**config.mk**
```make
export PLATFORM = sky130hd
export DESIGN_NAME = trng_byte_collector_flat
export DESIGN_NICKNAME = d
export VERILOG_FILES = /design/src/rtl/trng_byte_collector_pkg.sv /design/src/rtl/trng_byte_collector_if.sv /design/src/rtl/trng_byte_collector_fifo.sv /design/src/rtl/trng_byte_collector.sv /design/src/flat_wrapper.sv
export SDC_FILE = /design/constraint.sdc
export NUM_CORES = 1
export LEC_CHECK = 0
export BUFFER_PORTS_ARGS = -buffer_cell sky130_fd_sc_hd__buf_2
export CAP_MARGIN = 10
export CORE_AREA = 2 2 106 98
export CTS_BUF_LIST = sky130_fd_sc_hd__clkbuf_4 sky130_fd_sc_hd__clkbuf_8
export CTS_CLUSTER_SIZE = 12
export DETAILED_ROUTE_END_ITERATION = 10
export DIE_AREA = 0 0 108 100
export SLEW_MARGIN = 30
export SYNTH_ARGS = -nofsm -noshare
export SYNTH_HDL_FRONTEND = slang
export SYNTH_SLANG_ARGS = --single-unit
```
**constraint.sdc**
```tcl
create_clock -name i_clk -period 2.95 [get_ports i_clk]
set_clock_uncertainty 0.2 [all_clocks]
set_input_delay 0.59 -clock i_clk [delete_from_list [all_inputs] [get_ports i_clk]]
set_output_delay 0.59 -clock i_clk [all_outputs]
set_load 0.005 [all_outputs]
```
**src/rtl/trng_byte_collector_pkg.sv**
```systemverilog
// Shared types and defaults for the TRNG byte collector (package trng_pkg).
// Optional health test is enabled by defining TRNG_HEALTH_EN.
package trng_pkg;

    typedef enum logic {
        COLLECT = 1'b0,
        FAIL    = 1'b1
    } collector_state_t;

    localparam int TRNG_BYTE_W        = 8;
    localparam int DEFAULT_FIFO_DEPTH = 4;
    localparam int DEFAULT_REP_LIMIT  = 16;

    function automatic int level_w(input int depth);
        return $clog2(depth) + 1;
    endfunction

endpackage

```
**src/rtl/trng_byte_collector_if.sv**
```systemverilog
// Bit-in / byte-out bus of the TRNG byte collector.
// master = environment (bit source and byte consumer), slave = collector.
interface trng_byte_collector_if #(
    parameter int FIFO_DEPTH = trng_pkg::DEFAULT_FIFO_DEPTH
);
    import trng_pkg::*;

    logic                          rnd_bit;
    logic                          bit_valid;
    logic                          clear;
    logic [TRNG_BYTE_W-1:0]        data;
    logic                          valid;
    logic                          ready;
    logic [level_w(FIFO_DEPTH)-1:0] level;
    logic                          overflow;
    logic                          health_fail;

    modport master (
        output rnd_bit, bit_valid, clear, ready,
        input  data, valid, level, overflow, health_fail
    );

    modport slave (
        input  rnd_bit, bit_valid, clear, ready,
        output data, valid, level, overflow, health_fail
    );

endinterface

```
**src/rtl/trng_byte_collector_fifo.sv**
```systemverilog
// trng_sync_fifo: pointer FIFO with wrap bit and show-ahead head output.
// Head reads as zero while empty so the output is defined straight out of reset.
module trng_sync_fifo #(
    parameter int DEPTH = 4,
    parameter int WIDTH = 8
) (
    input  logic                     clk,
    input  logic                     rst_n,
    input  logic                     clear,
    input  logic                     push,
    input  logic                     pop,
    input  logic [WIDTH-1:0]         wdata,
    output logic [WIDTH-1:0]         rdata,
    output logic                     full,
    output logic                     empty,
    output logic [$clog2(DEPTH):0]   level
);
    localparam int AW = $clog2(DEPTH);

    logic [AW:0]      wr_ptr_reg;
    logic [AW:0]      rd_ptr_reg;
    logic [WIDTH-1:0] mem [DEPTH];
    logic             do_push;
    logic             do_pop;

    assign empty   = (wr_ptr_reg == rd_ptr_reg);
    assign level   = wr_ptr_reg - rd_ptr_reg;
    assign full    = (level == (AW+1)'(DEPTH));
    assign do_pop  = pop && !empty && !clear;
    // A full FIFO still takes a push when the head leaves in the same cycle.
    assign do_push = push && (!full || do_pop) && !clear;
    assign rdata   = empty ? '0 : mem[rd_ptr_reg[AW-1:0]];

    always_ff @(posedge clk or negedge rst_n) begin
        if (!rst_n) begin
            wr_ptr_reg <= '0;
            rd_ptr_reg <= '0;
        end else if (clear) begin
            wr_ptr_reg <= '0;
            rd_ptr_reg <= '0;
        end else begin
            if (do_push) wr_ptr_reg <= wr_ptr_reg + 1'b1;
            if (do_pop)  rd_ptr_reg <= rd_ptr_reg + 1'b1;
        end
    end

    always_ff @(posedge clk) begin
        if (do_push) mem[wr_ptr_reg[AW-1:0]] <= wdata;
    end

endmodule

```
**src/rtl/trng_byte_collector.sv**
```systemverilog
// Packs strobed TRNG bits MSB-first into bytes and buffers them for a ready/valid reader.
// Define TRNG_HEALTH_EN to add the repetition-count health test.
module trng_byte_collector
    import trng_pkg::*;
#(
    parameter int FIFO_DEPTH = DEFAULT_FIFO_DEPTH,
    parameter int REP_LIMIT  = DEFAULT_REP_LIMIT
) (
    input  logic                   i_clk,
    input  logic                   i_rst_n,
    trng_byte_collector_if.slave   bus
);
    collector_state_t       state_reg;
    logic [6:0]             sr_reg;
    logic [2:0]             cnt_reg;
    logic                   overflow_reg;
    logic                   health_fail_reg;

    logic                   accept;
    logic                   trip;
    logic                   pack;
    logic                   push_req;
    logic                   pop_req;
    logic                   fifo_full;
    logic                   fifo_empty;
    logic [TRNG_BYTE_W-1:0] new_byte;

    assign accept   = bus.bit_valid && (state_reg == COLLECT) && !bus.clear;
    assign pack     = accept && !trip;
    assign push_req = pack && (cnt_reg == 3'd7);
    assign new_byte = {sr_reg, bus.rnd_bit};
    assign pop_req  = bus.valid && bus.ready;

`ifdef TRNG_HEALTH_EN
    logic [7:0] rep_cnt_reg;
    logic [7:0] rep_cnt_next;
    logic       last_bit_reg;

    // Run length including the current bit; a fresh run starts at 1.
    assign rep_cnt_next = (rep_cnt_reg != 8'd0 && bus.rnd_bit == last_bit_reg)
                        ? rep_cnt_reg + 8'd1 : 8'd1;
    assign trip         = accept && (rep_cnt_next == 8'(REP_LIMIT));

    always_ff @(posedge i_clk or negedge i_rst_n) begin
        if (!i_rst_n) begin
            rep_cnt_reg  <= '0;
            last_bit_reg <= 1'b0;
        end else if (bus.clear) begin
            rep_cnt_reg  <= '0;
            last_bit_reg <= 1'b0;
        end else if (accept) begin
            rep_cnt_reg  <= rep_cnt_next;
            last_bit_reg <= bus.rnd_bit;
        end
    end
`else
    logic unused_rep_limit;
    assign unused_rep_limit = ^8'(REP_LIMIT);
    assign trip             = 1'b0;
`endif

    always_ff @(posedge i_clk or negedge i_rst_n) begin
        if (!i_rst_n) begin
            state_reg       <= COLLECT;
            sr_reg          <= '0;
            cnt_reg         <= '0;
            overflow_reg    <= 1'b0;
            health_fail_reg <= 1'b0;
        end else if (bus.clear) begin
            state_reg       <= COLLECT;
            sr_reg          <= '0;
            cnt_reg         <= '0;
            overflow_reg    <= 1'b0;
            health_fail_reg <= 1'b0;
        end else begin
            case (state_reg)
                COLLECT: begin
                    if (trip) begin
                        // The tripping bit is not packed and the partial byte is discarded.
                        state_reg       <= FAIL;
                        health_fail_reg <= 1'b1;
                        sr_reg          <= '0;
                        cnt_reg         <= '0;
                    end else if (pack) begin
                        sr_reg  <= {sr_reg[5:0], bus.rnd_bit};
                        cnt_reg <= cnt_reg + 3'd1;
                    end
                    if (push_req && fifo_full && !pop_req) overflow_reg <= 1'b1;
                end
                FAIL: begin
                    state_reg <= FAIL;
                end
                default: state_reg <= COLLECT;
            endcase
        end
    end

    trng_sync_fifo #(
        .DEPTH (FIFO_DEPTH),
        .WIDTH (TRNG_BYTE_W)
    ) u_fifo (
        .clk   (i_clk),
        .rst_n (i_rst_n),
        .clear (bus.clear),
        .push  (push_req),
        .pop   (pop_req),
        .wdata (new_byte),
        .rdata (bus.data),
        .full  (fifo_full),
        .empty (fifo_empty),
        .level (bus.level)
    );

    assign bus.valid       = !fifo_empty;
    assign bus.overflow    = overflow_reg;
    assign bus.health_fail = health_fail_reg;

endmodule

```
**src/flat_wrapper.sv**
```systemverilog
// flat-port wrapper written by rule: the top's interface ports become plain ports
module trng_byte_collector_flat import trng_pkg::*;
#(
    parameter int FIFO_DEPTH = DEFAULT_FIFO_DEPTH,
    parameter int REP_LIMIT  = DEFAULT_REP_LIMIT
)
  (i_clk, i_rst_n, bus_rnd_bit, bus_bit_valid, bus_clear, bus_ready, bus_data, bus_valid, bus_level, bus_overflow, bus_health_fail);
  trng_byte_collector_if #(.FIFO_DEPTH(FIFO_DEPTH)) bus_i ();
  input  logic i_clk;
  input  logic i_rst_n;
  input wire logic [$bits(bus_i.rnd_bit)-1:0] bus_rnd_bit;
  input wire logic [$bits(bus_i.bit_valid)-1:0] bus_bit_valid;
  input wire logic [$bits(bus_i.clear)-1:0] bus_clear;
  input wire logic [$bits(bus_i.ready)-1:0] bus_ready;
  output wire logic [$bits(bus_i.data)-1:0] bus_data;
  output wire logic [$bits(bus_i.valid)-1:0] bus_valid;
  output wire logic [$bits(bus_i.level)-1:0] bus_level;
  output wire logic [$bits(bus_i.overflow)-1:0] bus_overflow;
  output wire logic [$bits(bus_i.health_fail)-1:0] bus_health_fail;
  assign bus_i.rnd_bit = bus_rnd_bit;
  assign bus_i.bit_valid = bus_bit_valid;
  assign bus_i.clear = bus_clear;
  assign bus_i.ready = bus_ready;
  assign bus_data = bus_i.data;
  assign bus_valid = bus_i.valid;
  assign bus_level = bus_i.level;
  assign bus_overflow = bus_i.overflow;
  assign bus_health_fail = bus_i.health_fail;
  trng_byte_collector #(.FIFO_DEPTH(FIFO_DEPTH), .REP_LIMIT(REP_LIMIT)) u_core (.i_clk(i_clk), .i_rst_n(i_rst_n), .bus(bus_i));
endmodule
```
==> results by group <==
Global routing
  – First-pass GRT wire length: 6596 um
  – Initial antenna violation count: 0
  – Total GRT Usage: 0.08209
  – GR Overflow Total: 0
  – Largest net degree at the start of global routing: 19
  – Vias in the first global route: 1195

Detailed routing
  – First-pass DRT Iterations: 4
  – Final WL: 3979 um
  – WL per Instance: 13.67 um
  – Vias: 1147
  – Drt drc: 0
  – Detail Route Antenna Nets: 0
  – Vias per cell: 3.942
  – Initial drt markers: 62

Synth
  – Top-area cell type share of the netlist area: 0.4406
  – Post-synthesis sequential area ratio: 0.6357
  – Warnings from Yosys: 0
  – Post-synth EDFFs: 32
  – Synth area leaders: edfxtp_1 (44%), dfrtp_1 (20%), mux4_2 (8.3%), mux2i_1 (5.5%), ha_1 (5.2%)
  – Syn Area/Cell: 15.92 um2
  – Yosys reg bits: 49
  – Post-Syn Nets: 153
  – Yosys cell types: 29
  – Ys flop type: edfxtp_1
  – Ys async rst share: 0.3469
  – Dominant cell type by area after synthesis: edfxtp_1
  – Syn Inst Count: 137
  – Syn Std Cell Area: 0.002181 mm2

Power and ir drop
  – Clock share of power: 0.386
  – Reg power frac: 0.590
  – Psw: 241.1 uW
  – Leak: 0.001052 uW
  – Gate power share: 0.024
  – PwrDens: 488.2 mW/mm2
  – Int Power: 1007 uW
  – Worst VDD drop: 211.0 uV
  – Total power: 1248 uW
  – Sw frac: 0.1932

CTS
  – CTS sink cnt: 49
  – Hold_buf cts: 0
  – Post-CTS Setup Bufs: 0
  – H-tree depth: 2
  – CTS max path bufs: 2
  – CTS tree: done
  – Worst-path clk slew: 0.09 ns
  – Clock latency on the worst-skew pair: 0.30 ns
  – CTS buffer count: 5
  – Clk root buf: clkbuf_8
  – Post_cts resized: 0

Flow run
  – Max Cap Viol: 0

Layout
  – Largest register FFs: 32
  – Number of antenna diodes: 0
  – Final non-filler cell total: 291
  – P&R area growth vs syn: 17.21%
  – Most common cell after layout, fill and taps aside: edfxtp_1
  – Layout Nets: 177
  – Share of layout cells above drive strength 1: 0.2716
  – Most frequent cells in the layout: edfxtp_1 (32), buf_2 (18), dfrtp_1 (17), nor2_1 (16), mux2i_1 (12)

Setup path
  – Setup crit end kind: flip-flop
  – Worst EP required: 2.71 ns
  – Flop-to-flop setup slack: 0.20 ns
  – RR Endpoint: u_core.u_fifo.mem[1][1]$_DFFE_PP_
  – Reg-to-reg startpoint: u_core.u_fifo.wr_ptr_reg[0]$_DFFE_PN0P_
  – Setup CP Type: flip-flop to flip-flop
  – R2R depth: 7
  – Worst Setup Start Kind: flip-flop
  – Critical Path Fanout Max: 8
  – Crit path arrival time: 2.51 ns

Floorplanning
  – Cell row count: 35
  – Core Footprint: 0.009853 mm2
  – I/O pins: 20
  – Initial core utilization: 0.2213
  – Chip Height: 100 um
  – Die width: 108 um
  – DIE AREA: 0.01080 mm2

Placed design
  – IO buf count: 18
  – Placer Congestion: 0.7358
  – HPWL after detailed placement: 2883 um
  – Placed Cells: 283

Timing
  – TNS Setup: 0 ns
  – Max Slew Vio Count: 0
  – RSZ-0062 raised after global routing: false
  – FMAX: 0.3641 GHz
  – Hold_ws: 0.005142 ns
  – Final setup vio count: 0
  – Final worst path period need: 2.747 ns
  – Final Cycle Share: 0.9311
  – Hold Fails Final Rpt: 0

Run status
  – Status: completed

Worst hold path
  – Hold crit path type: input pin to asynchronous set/reset pin
[metal layers]
metal | global-route usage | vias up | part of all wire
met5 | 0 | - | 0
met4 | 0.02663 | 0 | 0.013
met3 | 0.02273 | 7 | 0.043
met2 | 0.1219 | 22 | 0.46
met1 | 0.1163 | 583 | 0.49
li1 | - | 535 | -
[worst max-delay path by stage]
stage	slack, ns	to	cells after the start	from
finish	0.20	u_core.u_fifo.mem[1][1]$_DFFE_PP_	7	u_core.u_fifo.wr_ptr_reg[0]$_DFFE_PN0P_
global route	0.09	u_core.u_fifo.mem[1][7]$_DFFE_PP_	7	u_core.u_fifo.wr_ptr_reg[0]$_DFFE_PN0P_
CTS	0.20	u_core.u_fifo.mem[1][1]$_DFFE_PP_	7	u_core.u_fifo.wr_ptr_reg[0]$_DFFE_PN0P_
detailed placement	0.21	u_core.u_fifo.mem[1][4]$_DFFE_PP_	7	u_core.u_fifo.wr_ptr_reg[0]$_DFFE_PN0P_
global placement	0.32	u_core.u_fifo.mem[0][1]$_DFFE_PP_	7	u_core.u_fifo.wr_ptr_reg[0]$_DFFE_PN0P_
floorplan	0.37	u_core.u_fifo.mem[3][0]$_DFFE_PP_	6	u_core.u_fifo.wr_ptr_reg[0]$_DFFE_PN0P_
[critical path: stages, from the launching register on]
cell      delay (ns)
dfrtp_1         0.42
inv_1           0.10
ha_1            0.22
fa_1            0.38
xor3_2          0.24
and3_4          0.21
a21boi_4        0.20
and2_1          0.43
[cells in the mapped netlist, types with 2 or more instances]
| master | number |
|---|---|
| mux4_2 | 8 |
| nand2_1 | 2 |
| inv_1 | 6 |
| nor2b_1 | 8 |
| xor2_1 | 2 |
| dfrtp_1 | 17 |
| mux2i_1 | 12 |
| nor2_1 | 16 |
| xnor2_1 | 2 |
| clkbuf_1 | 3 |
| buf_2 | 2 |
| and2_1 | 3 |
| edfxtp_1 | 32 |
| ha_1 | 9 |
[power by group through the flow]
| stage | Combinational (uW) | Sequential, uW | Clock [uW] |
|---|---|---|---|
| after floorplan | 18.1 | 750 | 0 |
| after global routing | 34.6 | 738 | 524 |
| after detailed placement | 30.6 | 752 | 0 |
| after global placement | 29.7 | 752 | 0 |
| after CTS | 30.6 | 737 | 496 |
| final | 29.9 | 736 | 481 |
[through the flow]
step | area (um2) | setup slack, ns | util
3_3_place_gp | 2441 | 0.3199 | 0.2477
4_1_cts | 2556 | 0.1989 | 0.2594
5_1_grt | 2556 | 0.08545 | 0.2594
2_1_floorplan | 2181 | 0.3723 | -
3_5_place_dp | 2441 | 0.2145 | 0.2477
6_report | 2556 | 0.2032 | 0.2594
[cells by family after synthesis]
family	after synthesis	synth area share
flops	49	0.6357
simple gates	33	0.07803
mux	21	0.1446
buf+inv	12	0.02352
fa+ha+maj	10	0.06082
compound gates	6	0.02812
xor+xnor	5	0.02754
other cells	1	0.001720
[area by class of cell]
class	instances	area [um2]
fillers	1005	7297
well taps	129	161.4
repair buffers	23	127.6
inverters	6	22.52
multi-input cells	76	743.2
flip-flops and latches	49	1386
clock inverters	2	38.79
clock buffers	6	76.32
Note: power is estimated with default switching activity, not from simulation.
